--- src/rtl/avr_prefetch.sv ---
// Instruction prefetch: streams sequential program words into a small FIFO and presents head/next word with PC.
// Latency: a redirect (or reset release) shows a valid head 2 cycles later; one word per cycle sustained.
// Backpressure: reads issue only while occupancy plus the in-flight read is below DEPTH, so the FIFO never overflows.
module avr_prefetch #(
    parameter int DEPTH = 4,
    parameter int CW    = 3
) (
    input  logic          CLK,
    input  logic          RST,
    output logic [15:0]   prog_addr,
    output logic          prog_rd,
    input  logic [15:0]   prog_data,
    input  logic          redirect,
    input  logic [15:0]   redirect_pc,
    input  logic [1:0]    advance,
    output logic [15:0]   instr,
    output logic [15:0]   instr_pc,
    output logic          instr_valid,
    output logic [15:0]   instr_ext,
    output logic          ext_valid,
    output logic [CW-1:0] count
);

    localparam int PW = (DEPTH > 1) ? $clog2(DEPTH) : 1;
    localparam logic [CW:0] DEPTH_C = (CW+1)'(DEPTH);

    typedef struct packed {
        logic [15:0] pc;
        logic [15:0] dat;
    } entry_t;

    entry_t          fifo_q [DEPTH];
    entry_t          fifo_d [DEPTH];
    logic [PW-1:0]   rd_ptr_q, rd_ptr_d;
    logic [PW-1:0]   wr_ptr_q, wr_ptr_d;
    logic [CW-1:0]   count_q, count_d;
    logic [15:0]     fetch_pc_q, fetch_pc_d;
    logic [15:0]     inflight_pc_q, inflight_pc_d;
    logic            inflight_q, inflight_d;
    logic            push;
    logic [1:0]      pop_n;
    logic [CW:0]     occ;
    logic [PW-1:0]   rd_ptr_nx;

    // Issue decision: a redirect always fetches its target; otherwise fetch while there is room
    always_comb begin
        prog_rd   = 1'b0;
        prog_addr = 16'h0000;
        occ       = {1'b0, count_q} + {{CW{1'b0}}, inflight_q};
        if (!RST) begin
            if (redirect) begin
                prog_rd   = 1'b1;
                prog_addr = redirect_pc;
            end else begin
                prog_addr = fetch_pc_q;
                prog_rd   = (occ < DEPTH_C);
            end
        end
    end

    // Next state: push returning data, pop on advance, flush and restart on redirect
    always_comb begin
        fifo_d        = fifo_q;
        rd_ptr_d      = rd_ptr_q;
        wr_ptr_d      = wr_ptr_q;
        count_d       = count_q;
        fetch_pc_d    = fetch_pc_q;
        inflight_pc_d = inflight_pc_q;
        inflight_d    = prog_rd;
        push          = 1'b0;
        pop_n         = 2'd0;
        if (redirect) begin
            // Data returning this cycle belongs to the old stream and is dropped
            rd_ptr_d      = '0;
            wr_ptr_d      = '0;
            count_d       = '0;
            fetch_pc_d    = redirect_pc + 16'd1;
            inflight_pc_d = redirect_pc;
        end else begin
            push = inflight_q;
            if (advance == 2'b01 && count_q != '0) begin
                pop_n = 2'd1;
            end else if (advance == 2'b10 && count_q >= CW'(2)) begin
                pop_n = 2'd2;
            end
            if (push) begin
                fifo_d[wr_ptr_q] = '{pc: inflight_pc_q, dat: prog_data};
                wr_ptr_d         = wr_ptr_q + PW'(1);
            end
            rd_ptr_d = rd_ptr_q + PW'(pop_n);
            count_d  = count_q + CW'(push) - CW'(pop_n);
            if (prog_rd) begin
                fetch_pc_d    = fetch_pc_q + 16'd1;
                inflight_pc_d = fetch_pc_q;
            end
        end
    end

    // State registers with asynchronous reset
    always_ff @(posedge CLK or posedge RST) begin
        if (RST) begin
            for (int i = 0; i < DEPTH; i++) begin
                fifo_q[i] <= '0;
            end
            rd_ptr_q      <= '0;
            wr_ptr_q      <= '0;
            count_q       <= '0;
            fetch_pc_q    <= 16'h0000;
            inflight_pc_q <= 16'h0000;
            inflight_q    <= 1'b0;
        end else begin
            fifo_q        <= fifo_d;
            rd_ptr_q      <= rd_ptr_d;
            wr_ptr_q      <= wr_ptr_d;
            count_q       <= count_d;
            fetch_pc_q    <= fetch_pc_d;
            inflight_pc_q <= inflight_pc_d;
            inflight_q    <= inflight_d;
        end
    end

    // Outputs decoded from FIFO state only; invalid slots read as NOP at PC 0
    always_comb begin
        rd_ptr_nx   = rd_ptr_q + PW'(1);
        instr_valid = (count_q != '0);
        ext_valid   = (count_q >= CW'(2));
        instr       = instr_valid ? fifo_q[rd_ptr_q].dat  : 16'h0000;
        instr_pc    = instr_valid ? fifo_q[rd_ptr_q].pc   : 16'h0000;
        instr_ext   = ext_valid   ? fifo_q[rd_ptr_nx].dat : 16'h0000;
        count       = count_q;
    end

endmodule

--- config.mk ---
export PLATFORM = sky130hd
export DESIGN_NAME = avr_prefetch
export DESIGN_NICKNAME = d
export VERILOG_FILES = /design/src/rtl/avr_prefetch.sv
export SDC_FILE = /design/constraint.sdc
export NUM_CORES = 1
export LEC_CHECK = 0
export BUFFER_PORTS_ARGS = -buffer_cell sky130_fd_sc_hd__buf_2
export CORE_MARGIN = 10
export CORE_UTILIZATION = 25
export DETAILED_ROUTE_END_ITERATION = 8
export PLACE_DENSITY_LB_ADDON = 0.1
export SLEW_MARGIN = 20
export SYNTH_ARGS = -nofsm -noshare
export SYNTH_HDL_FRONTEND = slang
export SYNTH_SLANG_ARGS = --single-unit
--- constraint.sdc ---
create_clock -name CLK -period 8.7 [get_ports CLK]
set_clock_uncertainty 0.2 [all_clocks]
set_input_delay 2.61 -clock CLK [delete_from_list [all_inputs] [get_ports CLK]]
set_output_delay 2.61 -clock CLK [all_outputs]
set_load 0.02 [all_outputs]
==> key figures <==
Cells and area
  – Number of nets in the layout: 800
  – Syn-to-layout area delta: 18.57%
  – Antenna Diode Count: 0
  – Fraction of final layout cells sized beyond drive strength 1: 42.82%
  – Number of cells in the finished layout apart from fillers: 1221
  – Fin util: 30.00%

Synth
  – Most frequent cells after synthesis: sky130_fd_sc_hd__dfrtp_1, sky130_fd_sc_hd__mux2_2, sky130_fd_sc_hd__mux4_2
  – Yosys top cell by area: sky130_fd_sc_hd__dfrtp_1
  – Most common cell in the netlist: sky130_fd_sc_hd__dfrtp_1
  – Register bit count reported by yosys: 168
  – Proportion of netlist area held by the largest area contributor: 48.10%
  – Ys async rst share: 100.0%
  – Avg Synthesized Cell Area: 13.26 um2
  – Yosys synthesis warning count: 0
  – Cells after Synth: 659
  – Number of enable flip-flop cells after synthesis: 0
  – Post-synth design cell area: 8740 um2
  – Synthesized Nets: 706
  – Largest cells by area after synthesis: sky130_fd_sc_hd__dfrtp_1, sky130_fd_sc_hd__mux2_2, sky130_fd_sc_hd__mux4_2
  – Distinct cell type count of the synthesized netlist: 53
  – Share of the yosys chip area belonging to registers: 48.10%
  – Dominant synthesized flop cell: sky130_fd_sc_hd__dfrtp_1

Timing
  – Final count of negative-setup-slack endpoints: 0
  – Final setup slack of the worst path: 1.681 ns
  – Final min period: 7.019 ns
  – Transition time of the tightest slew-check pin: 0.9581 ns
  – Slew Limit Fails: 0
  – Final Cycle Share: 80.68%
  – Maximum clock rate: 0.1425 GHz
  – Final hold viol count: 0
  – RSZ-0062 raised after global routing: no
  – Headroom to the max-slew limit: 36.12%
  – Final setup TNS: 0 ns

Floorplanning
  – Vertical extent of the die: 207.0 um
  – Number of rows in the core area: 68
  – Die X-Extent: 207.0 um
  – Floorplan core area: 34540 um2
  – I/O Pins: 107
  – Area of the die: 42840 um2
  – Initial cell density of the core: 25.30%

Clock tree
  – CTS root buffer: sky130_fd_sc_hd__clkbuf_16
  – Post-CTS Resized: 0
  – Clock buffers created by TritonCTS: 17
  – Clock tree from TritonCTS: yes
  – Count of hold buffers inserted by post-cts repair: 0
  – Clock tree sinks: 168
  – Post-CTS setup repair buffer count: 0
  – Clk_lat worst skew: 0.43 ns
  – Maximum clock insertion buffer count: 2
  – H-tree levels: 4
  – Clock edge transition at the registers on the reported setup and hold paths: 0.07 ns

Detailed routing
  – Routed length per instance: 20.35 um
  – Number of DRC violations after detailed routing: 0
  – Detailed router's first-iteration violation count: 268
  – Detailed-route via count: 5668
  – Met2 wire length: 11780 um
  – Max Used Layer: met5
  – Antenna violation net count after detailed routing: 0
  – Final WL: 24850 um
  – Metal-1 WL: 11530 um
  – Via-per-instance ratio: 4.642
  – Total iterations of the first detailed-routing run: 4
  – Sum of met3 wire segment lengths after detailed routing: 1306 um

Hold path
  – Hold Crit Class: flop to flop
  – Hold Crit Start: fetch_pc_q[1]

Placed design
  – Final weighted congestion of routability-driven global placement: 0.7781
  – Post-place setup slack: 1.667 ns
  – Placed insts: 1188
  – Count of buffers inserted at the top-level ports: 106
  – HPWL after detailed placement: 16640 um

Pwr
  – Leak Pwr: 4.538 nW
  – Power per standard cell area: 334.3 nW/um2
  – Maximum ir drop on the vdd rail: 0.0001543 V

Global route
  – Pin count of the biggest net entering global routing: 89
  – Total routing usage reported by global routing: 11.92%
  – Global-route wire length before repair: 38790 um
  – Initial antenna violation count: 1
  – Number of global-route vias before repair: 6285
  – Remaining global-route overflow: 0

Setup path
  – Peak fanout along the critical path: 34
  – Kind of end point of the critical path: output port
  – Worst Path Required: 5.89 ns
  – Data arrival at the endpoint of the critical path: 4.21 ns
  – Worst Setup Start Kind: input pin
  – Origin of the critical flop-to-flop path: count[1]
  – Origin of the worst setup path: redirect
  – Crit Path Category: input pin to output port

Run status
  – Status: completed

Flow run
  – Number of violations of the max-capacitance limit: 0
==> per-layer routing <==
layer,vias to the layer above,global-route usage [%]
li1,2569,-
met1,2958,15.50
met2,125,19.25
met3,14,3.340
met4,2,2.846
met5,-,0
==> per-stage QoR <==
stage | area, um2 | total power, mW | hold slack (ns)
2_1_floorplan | 8740 | 2.245 | 0.2528
3_5_place_dp | 9737 | 2.733 | 0.2872
4_1_cts | 10340 | 3.543 | 0.3014
5_1_grt | 10360 | 3.707 | 0.3101
6_report | 10360 | 3.464 | 0.2988
3_3_place_gp | 9737 | 2.676 | 0.2815
==> worst max-delay path, stage by stage <==
cell,delay [ns]
sky130_fd_sc_hd__buf_2,0.49
sky130_fd_sc_hd__buf_4,0.37
sky130_fd_sc_hd__mux2i_1,0.45
sky130_fd_sc_hd__nor2_1,0.09
sky130_fd_sc_hd__buf_2,0.18
==> sequential cells by signal, indices dropped and copies added, names as in the netlist <==
name,cells
fifo_q,128
fetch_pc_q,16
inflight_pc_q,16
count,3
rd_ptr_q,2
wr_ptr_q,2
inflight_q,1
==> worst paths after layout <==
kind,end,slack (ns),cells past startpoint
hold / removal,fetch_pc_q[1],0.30,2
setup / recovery,prog_addr[7],1.68,5
max in group asynchronous,fifo_q[37],4.70,3
setup reg to reg,count[2],4.99,12
min in group asynchronous,inflight_pc_q[5],2.35,2
hold reg to reg,fetch_pc_q[1],0.30,2
==> cell usage in the layout (no fill, tap or decap), types with 2 or more instances in the layout <==
| cell type | netlist | final |
|---|---|---|
| sky130_fd_sc_hd__a21oi_1 | 19 | 19 |
| sky130_fd_sc_hd__inv_1 | 12 | 11 |
| sky130_fd_sc_hd__o21a_1 | 2 | 2 |
| sky130_fd_sc_hd__clkinvlp_4 | 0 | 2 |
| sky130_fd_sc_hd__o21ai_0 | 8 | 8 |
| sky130_fd_sc_hd__nand3b_1 | 5 | 5 |
| sky130_fd_sc_hd__clkbuf_16 | 0 | 17 |
| sky130_fd_sc_hd__nand4b_1 | 2 | 2 |
| sky130_fd_sc_hd__nand2b_1 | 7 | 7 |
| sky130_fd_sc_hd__nand2_2 | 1 | 5 |
| sky130_fd_sc_hd__clkinv_2 | 0 | 3 |
| sky130_fd_sc_hd__mux4_2 | 48 | 48 |
| sky130_fd_sc_hd__mux2i_1 | 25 | 25 |
| sky130_fd_sc_hd__bufinv_16 | 0 | 3 |
| sky130_fd_sc_hd__mux2_1 | 12 | 12 |
| sky130_fd_sc_hd__xnor2_1 | 13 | 13 |
| sky130_fd_sc_hd__nand4_1 | 3 | 3 |
| sky130_fd_sc_hd__a31oi_1 | 2 | 2 |
| sky130_fd_sc_hd__o21ai_1 | 2 | 2 |
| sky130_fd_sc_hd__dfrtp_1 | 168 | 166 |
| sky130_fd_sc_hd__buf_4 | 1 | 9 |
| sky130_fd_sc_hd__and2_1 | 17 | 17 |
| sky130_fd_sc_hd__clkbuf_8 | 0 | 3 |
| sky130_fd_sc_hd__xor2_1 | 9 | 9 |
| sky130_fd_sc_hd__mux2_2 | 116 | 116 |
| sky130_fd_sc_hd__nor2_1 | 36 | 35 |
| sky130_fd_sc_hd__buf_2 | 29 | 106 |
| sky130_fd_sc_hd__nand2_1 | 30 | 26 |
| sky130_fd_sc_hd__nor2b_1 | 37 | 37 |
| sky130_fd_sc_hd__or2_1 | 2 | 2 |
| sky130_fd_sc_hd__clkbuf_1 | 8 | 4 |
| sky130_fd_sc_hd__ha_1 | 9 | 9 |
| sky130_fd_sc_hd__nand3_1 | 9 | 9 |
==> cells by family (layout without fill, tap and decap cells) <==
logic type	after synthesis	in the layout	share of synthesized area [%]
and+or+nand+nor	156	156	9.535
muxes	201	201	31.73
DFF	168	168	48.10
buffers and inverters	55	162	2.906
AOI/OAI and AO/OA	47	47	4.009
adders and majority gates	10	10	1.518
xor gates and xnor gates	22	22	2.205
==> power breakdown <==
part | internal (mW) | total [mW] | switching [mW]
Clock | 0.474 | 0.788 | 0.315
Combinational | 0.670 | 1.36 | 0.689
Sequential | 1.09 | 1.32 | 0.233
Total | 2.23 | 3.46 | 1.24
==> final cells by class <==
class                   count  area (um2)
clock inverters             8       120.1
repair buffers            117       629.4
clock buffers              24       481.7
fillers                  3570       24180
multi-input cells         436        4299
flip-flops and latches    168        4209
well taps                 455       569.3
inverters                  13       53.80
Note: power is estimated with default switching activity, not from simulation.
